<file path="src/rtl/calc_operand_sequencer.sv">
// Keypad-driven operand entry and ALU command sequencer: START 2 cycles after '=', RESULT_VALID the cycle after DONE.
// No backpressure on keys: digits past MAX_DIGITS and every key while BUSY are dropped; DONE is honoured only in WAIT.
module calc_operand_sequencer #(
  parameter int MAX_DIGITS = 12,
  parameter int TIMEOUT    = 255
) (
  input  logic        CLK,
  input  logic        RST,
  input  logic        KEY_VALID,
  input  logic [3:0]  KEY_CODE,
  input  logic        DONE,
  input  logic        COUT,
  input  logic [39:0] S,
  input  logic [39:0] QBAJO,
  output logic [39:0] registro_A,
  output logic [39:0] registro_B,
  output logic [1:0]  estado,
  output logic        listoB,
  output logic        START,
  output logic [1:0]  OP,
  output logic [39:0] RESULT,
  output logic        RESULT_VALID,
  output logic        CARRY,
  output logic        BUSY,
  output logic        ERR
);

  localparam int CW = $clog2(MAX_DIGITS + 1);
  localparam int TW = $clog2(TIMEOUT + 1);

  // State code carries {BUSY, listoB, estado, tag}, so those outputs come straight off the register.
  typedef enum logic [4:0] {
    ENT_A = 5'b00010,
    ENT_B = 5'b00110,
    LOAD0 = 5'b10100,
    LOAD1 = 5'b10101,
    LOAD2 = 5'b11000,
    WAIT  = 5'b10000,
    SHOW  = 5'b00000
  } state_t;

  state_t        state;
  logic [CW-1:0] cnt_a;
  logic [CW-1:0] cnt_b;
  logic [TW-1:0] timer;
  logic          is_digit;
  logic          is_op;
  logic          is_eq;
  logic          is_clr;
  logic [1:0]    op_code;
  logic [39:0]   digit_ext;
  logic [39:0]   a_next;
  logic [39:0]   b_next;

  assign estado = state[2:1];
  assign listoB = state[3];
  assign BUSY   = state[4];

  assign is_digit  = KEY_VALID && (KEY_CODE <= 4'd9);
  assign is_op     = KEY_VALID && (KEY_CODE >= 4'd10) && (KEY_CODE <= 4'd13);
  assign is_eq     = KEY_VALID && (KEY_CODE == 4'd14);
  assign is_clr    = KEY_VALID && (KEY_CODE == 4'd15);
  // code-10 modulo 4 equals code+2 modulo 4 for codes 10..13
  assign op_code   = KEY_CODE[1:0] + 2'd2;
  assign digit_ext = {36'd0, KEY_CODE};
  assign a_next    = (registro_A << 3) + (registro_A << 1) + digit_ext;
  assign b_next    = (registro_B << 3) + (registro_B << 1) + digit_ext;

  always_ff @(posedge CLK) begin
    if (RST) begin
      state        <= ENT_A;
      registro_A   <= '0;
      registro_B   <= '0;
      cnt_a        <= '0;
      cnt_b        <= '0;
      timer        <= '0;
      OP           <= '0;
      RESULT       <= '0;
      CARRY        <= 1'b0;
      ERR          <= 1'b0;
      START        <= 1'b0;
      RESULT_VALID <= 1'b0;
    end else begin
      START        <= 1'b0;
      RESULT_VALID <= 1'b0;
      if (is_clr && !BUSY) begin
        state      <= ENT_A;
        registro_A <= '0;
        registro_B <= '0;
        cnt_a      <= '0;
        cnt_b      <= '0;
        OP         <= '0;
        RESULT     <= '0;
        CARRY      <= 1'b0;
        ERR        <= 1'b0;
      end else begin
        case (state)
          ENT_A: begin
            if (is_digit && (cnt_a < CW'(MAX_DIGITS))) begin
              registro_A <= a_next;
              cnt_a      <= cnt_a + CW'(1);
            end else if (is_op) begin
              OP         <= op_code;
              registro_B <= '0;
              cnt_b      <= '0;
              state      <= ENT_B;
            end
          end
          ENT_B: begin
            if (is_digit && (cnt_b < CW'(MAX_DIGITS))) begin
              registro_B <= b_next;
              cnt_b      <= cnt_b + CW'(1);
            end else if (is_op && (cnt_b == '0)) begin
              OP <= op_code;
            end else if (is_eq) begin
              if ((OP == 2'b11) && (registro_B == '0)) begin
                ERR   <= 1'b1;
                state <= SHOW;
              end else if (cnt_b != '0) begin
                state <= LOAD0;
              end
            end
          end
          LOAD0: begin
            START <= 1'b1;
            state <= LOAD1;
          end
          LOAD1: state <= LOAD2;
          LOAD2: begin
            timer <= '0;
            state <= WAIT;
          end
          WAIT: begin
            if (DONE) begin
              RESULT       <= OP[1] ? QBAJO : S;
              CARRY        <= ~OP[1] & COUT;
              RESULT_VALID <= 1'b1;
              state        <= SHOW;
            end else if (timer == TW'(TIMEOUT - 1)) begin
              // ERR lands exactly TIMEOUT cycles after the first WAIT cycle
              ERR   <= 1'b1;
              state <= SHOW;
            end else begin
              timer <= timer + TW'(1);
            end
          end
          SHOW: begin
            if (!ERR && is_digit) begin
              registro_A <= digit_ext;
              cnt_a      <= CW'(1);
              state      <= ENT_A;
            end else if (!ERR && is_op) begin
              registro_A <= RESULT;
              cnt_a      <= CW'(MAX_DIGITS);
              OP         <= op_code;
              registro_B <= '0;
              cnt_b      <= '0;
              state      <= ENT_B;
            end
          end
          default: state <= ENT_A;
        endcase
      end
    end
  end

endmodule

</file>
<file path="config.mk">
export PLATFORM = sky130hd
export DESIGN_NAME = calc_operand_sequencer
export DESIGN_NICKNAME = d
export VERILOG_FILES = /design/src/rtl/calc_operand_sequencer.sv
export SDC_FILE = /design/constraint.sdc
export NUM_CORES = 1
export LEC_CHECK = 0
export CORE_ASPECT_RATIO = 0.5
export CORE_MARGIN = 2
export CORE_UTILIZATION = 35
export CTS_CLUSTER_DIAMETER = 100
export DETAILED_ROUTE_END_ITERATION = 6
export SLEW_MARGIN = 0
export SYNTH_ARGS = -nofsm -noshare
export SYNTH_HDL_FRONTEND = slang
export SYNTH_SLANG_ARGS = --single-unit
</file>
<file path="constraint.sdc">
create_clock -name CLK -period 3.7 [get_ports CLK]
set_input_delay 1.11 -clock CLK [delete_from_list [all_inputs] [get_ports CLK]]
set_output_delay 1.11 -clock CLK [all_outputs]
set_load 0.02 [all_outputs]
</file>
# After elaboration in Yosys (flattened, before gate mapping)
# Index checks and enable logic that the tools add are counted.
[word_totals] ff_bits=147 input_bits=89 out_inout_bits=130
[classes] addsub=8 magnitude_cmp=5 eq_ne=27 n_mux=52 bitwise=4 n_reduce_logical=31
[ops] op="$mux 40" count=9
[ops] op="$pmux 40 s3" count=1
[ops] op="$add 40x4->40" count=2
[ops] op="$add 40x40->40" count=2
[ops] op="$pmux 40 s2" count=1
[ops] op="$mux 5" count=11
[ops] op="$logic_not 40->1" count=1
[ops] op="$pmux 5 s7" count=1
[ops] op="$mux 4" count=8
[ops] op="$ne 2x2->1 const B" count=14
[ops] op="$eq 5x5->1 const B" count=4
[ops] op="$mux 8" count=2
[ops] op="$pmux 8 s2" count=1
[ops] op="$reduce_and 7->1" count=2
[ops] op="$logic_and 1x1->1" count=12
[ops] op="$mux 2" count=6
[ops] op="$pmux 4 s3" count=1
[ops] op="$ne 3x3->1 const B" count=3
[ops] op="$add 4x1->4 const B" count=2
[ops] op="$add 8x1->8 const B" count=1
[ops] op="$eq 4x4->1 const B" count=2
[ops] op="$eq 8x8->1 const B" count=1
[ops] op="$le 4x4->1 const B" count=2
[ops] op="$lt 4x4->1 const B" count=2
[ops] op="other kinds (24)" count=36

# Longest topological paths before layout
[logic_depth] word_depth=7 depth_mapped=13 ltp_nobuf=13

# Worst setup path after synthesis
# Ideal clock, no wire load.
[synth_timing] path_kind="input -> register" startpoint="in KEY_CODE[3]" endpoint="reg registro_B[38]" setup_ns=0.122 arrival_ns=3.854 required_time_ns=3.578 slack_ns=-0.276 cell_stages=13 path_buffers=0 path_cell_list="inv_1 -> fa_1 -> inv_1 -> fa_1 -> a211oi_2 -> o21a_2 -> a211oi_1 -> nor2_1 -> a21oi_1 -> a221o_1 -> a31oi_1 -> mux2i_1 -> a221o_1"
[synth_between] elab_chain_len=6
[synth_rtl] element="from (decl)" line_no="10" rtl="input logic [3:0] KEY_CODE,"
[synth_rtl] element="branches (longest 6 deep; another with $add 40x4->40)"
[synth_rtl] element="to (signal assigned)" line_no="111" rtl="registro_B <= b_next;"
[synth_rtl] element="to (decl)" line_no="16" rtl="output logic [39:0] registro_B,"
# Parallel ways; which one is timed is not known. The select of a mux whose other input is x is not followed.
# A chain may end at the register's enable or synchronous reset.

# Worst setup path in the final report
[layout_timing] startpoint="in KEY_CODE[2]" endpoint="reg registro_A[33]"
[layout_between] elab_chain_len=6
[layout_rtl] element="branches (longest 6 deep; another with $add 40x4->40)"
[layout_rtl] element="to (signal assigned)" line_no="100" rtl="registro_A <= a_next;"
[layout_rtl] element="to (signal assigned)" line_no="149" rtl="registro_A <= digit_ext;"
[layout_rtl] element="to (decl)" line_no="15" rtl="output logic [39:0] registro_A,"
# Parallel ways; which one is timed is not known. The select of a mux whose other input is x is not followed.

==> run summary <==
Synth Register Bits -> 147
I/O Buffers -> 218
worst-margin pin slew -> 1.36 ns
detailed-routing iteration count for the pre-antenna-repair pass -> 5
residual overflow from global routing -> 0
TritonCTS Sinks -> 147
WL final -> 37.4 mm
Row Count -> 46
overall fraction of global-route tracks in use -> 21.8%
final routed wire length divided by cell count -> 18.1 microns
final routed DRC violation total -> 0
largest net degree at the start of global routing -> 83
number of warning messages in the yosys log -> 0
ratio of cells with drive above 1 in the final layout -> 10.4%
number of primary I/O pins -> 219
TritonCTS Buffers -> 17
HPWL after DPL -> 28.3 mm
via count of the first global-routing pass -> 11100
number of endpoints with negative hold slack in the final report -> 0
vias post-DR -> 11400
insertion delay of the later-clocked pin in the worst-skew pair -> 0.46 ns
Antenna Cells -> 0
number of design-rule violations left by the first detailed-router iteration -> 656
crit end category -> flop
setup repair after global routing missed its margin -> true
Final Setup Violations -> 0
number of enable flip-flop cells after synthesis -> 0
Final nets -> 1863
most used standard cell by instance count after synthesis -> ha_1
Detail Route Antenna Nets -> 0
TritonCTS clock tree -> built
start-to-end type of the worst setup path -> in2reg
critical-path maximum fanout -> 5
relative slew slack -> 9.13%
Max Buffers Root-to-Sink -> 2
netlist area before placement -> 11400 sq um
cell accounting for the most synthesized area -> dfxtp_1
post-synthesis cell type count -> 75
horizontal die dimension -> 260 microns
height of the die -> 132 microns
Most used DFF post-synth -> dfxtp_1
Hold WC Path Type -> reg2reg
syn_nets -> 1626
weighted congestion at the end of routability-driven global placement -> 0.912
worst clock skew -> 0.00834 ns
starting density of the core -> 35.8%
Root Driver -> clkbuf_16
Async S/R FF share, synth -> 0%
proportion of synthesized chip area in sequential cells -> 25.7%
Total Power Consumption -> 6.35 mW
Die Outline Area -> 34200 sq um
max-slew violation count -> 0
accumulated negative setup slack -> 0 ns
mean instance size in the synthesized netlist -> 8.28 sq um
highest clock frequency the design can meet -> 274 MHz
count of maximum capacitance violations -> 0
Power Density -> 420 nW/um^2
endpoint arrival time on the critical path -> 4.01 ns
initial antenna violation count -> 0
type of element launching the critical path -> primary input
biggest area contributors in the synthesized netlist -> dfxtp_1, ha_1, nor2_1
area inside the core boundary -> 31900 sq um
reported leakage power -> 6.38 nW
CP required -> 4.06 ns
clock slew seen by the registers of the worst setup and hold paths -> 0.07 ns
Worst IR Drop VDD -> 0.000258 V
list of most frequent post-synthesis cells -> ha_1, nor2_1, dfxtp_1
area share of the largest cell type after synthesis -> 25.7%
number of buffers inserted for hold repair after clock tree synthesis -> 0
number of instances in the synthesized netlist -> 1380
part of the cycle the worst path needs -> 98.7%
detail-routed via count per cell -> 5.55
synth-to-layout area growth -> 32.3%
WHS -> 0.455 ns
status -> completed
deepest level of the CTS H-tree -> 4
minimum period implied by the final worst setup slack -> 3.65 ns
global-route wire length before repair -> 60.1 mm
## power breakdown
group          internal, mW  total (mW)  switching [mW]  leakage [nW]
logic                  1.16        2.70            1.54          4.92
clock network         0.891        1.73           0.842         0.275
registers              1.72        1.92           0.201          1.19
## sequential cells by signal (all words and copies together) (netlist names), 2 cells and up
signal / count
cnt_b: 4
state: 5
cnt_a: 4
timer: 8
OP: 2
RESULT: 40
registro_B: 40
registro_A: 40
## critical path: stages
cell and delay, ns:
clkdlybuf4s15_1 0.23, buf_4 0.17, ha_1 0.29, ha_2 0.19
buf_4 0.15, a211oi_4 0.25, o21a_1 0.22, nand3b_1 0.21
nand4b_1 0.17, a41oi_2 0.20, o21bai_1 0.12, a21o_1 0.24
and4b_1 0.23, o31a_1 0.24
## kinds of logic after synthesis
kind of cell,share of synthesized area [%]
multiplexers,3.68
AO/OA/AOI/OAI,25.7
adder cells (fa/ha/maj),17.5
AND/OR/NAND/NOR,17.9
flip-flops,25.7
buffers and inverters,3.99
XOR/XNOR,5.59
## worst paths after layout
path | depth (start not counted) | to | from | slack [ns]
max reg2reg | 13 | registro_B[38] | registro_B[2] | 0.39
min reg2reg | 2 | CARRY | CARRY | 0.46
max | 14 | registro_A[33] | KEY_CODE[2] | 0.05
min | 2 | CARRY | CARRY | 0.46
## timing repair
| action | 4_1_cts | 5_1_grt |
|---|---|---|
| buffers inserted | 5 | 5 |
| setup endpoints to repair | 58 | 28 |
| gates resized for setup | 13 | 18 |
| pin swaps | 11 | 22 |
## through the flow
stage	utilization (%)	worst slack, ns	cells	instance area, sq um
detailed placement	45.1	-1.09	2020	14400
CTS	47.1	0.0159	2057	15000
global route	47.4	-0.0590	2062	15100
global placement	45.1	-0.987	2020	14400
floorplan	-	-0.0838	1380	11500
finish	47.4	0.0477	2062	15100
## placed cells by master (no fill, tap or decap), types with 15 or more instances in the layout
cell type          n
a22o_1            16
a21o_1            42
o21ai_0           65
nor2_1           147
buf_4             76
clkdlybuf4s50_1  215
clkbuf_16         17
inv_1             24
nand4_1           19
ha_1             151
a221oi_1          16
mux2i_1           42
dfxtp_1          146
a211oi_1          52
xnor2_1           43
nand3_1           45
nor3_1            33
nand2_1           92
xor2_1            30
a21oi_1           98
o211ai_1          15
## layout make-up
class	instances	area (sq um)
fill	3065	16800
tap	432	541
timing repair buffer	297	2820
clock buffer	17	425
multi-input combinational	1127	8150
sequential	147	2940
clock inverter	15	138
inverter	27	105
## routing by layer
metal  vias to the layer above  part of all wire [%]  GRT usage, %
met1                      5511                    46          28.3
met3                        55                   3.8          3.98
met4                         0                   2.3          6.96
li1                       5616                     -             -
met5                         -                     0             0
met2                       255                    48          36.6
(Power assumes the default switching activity.)
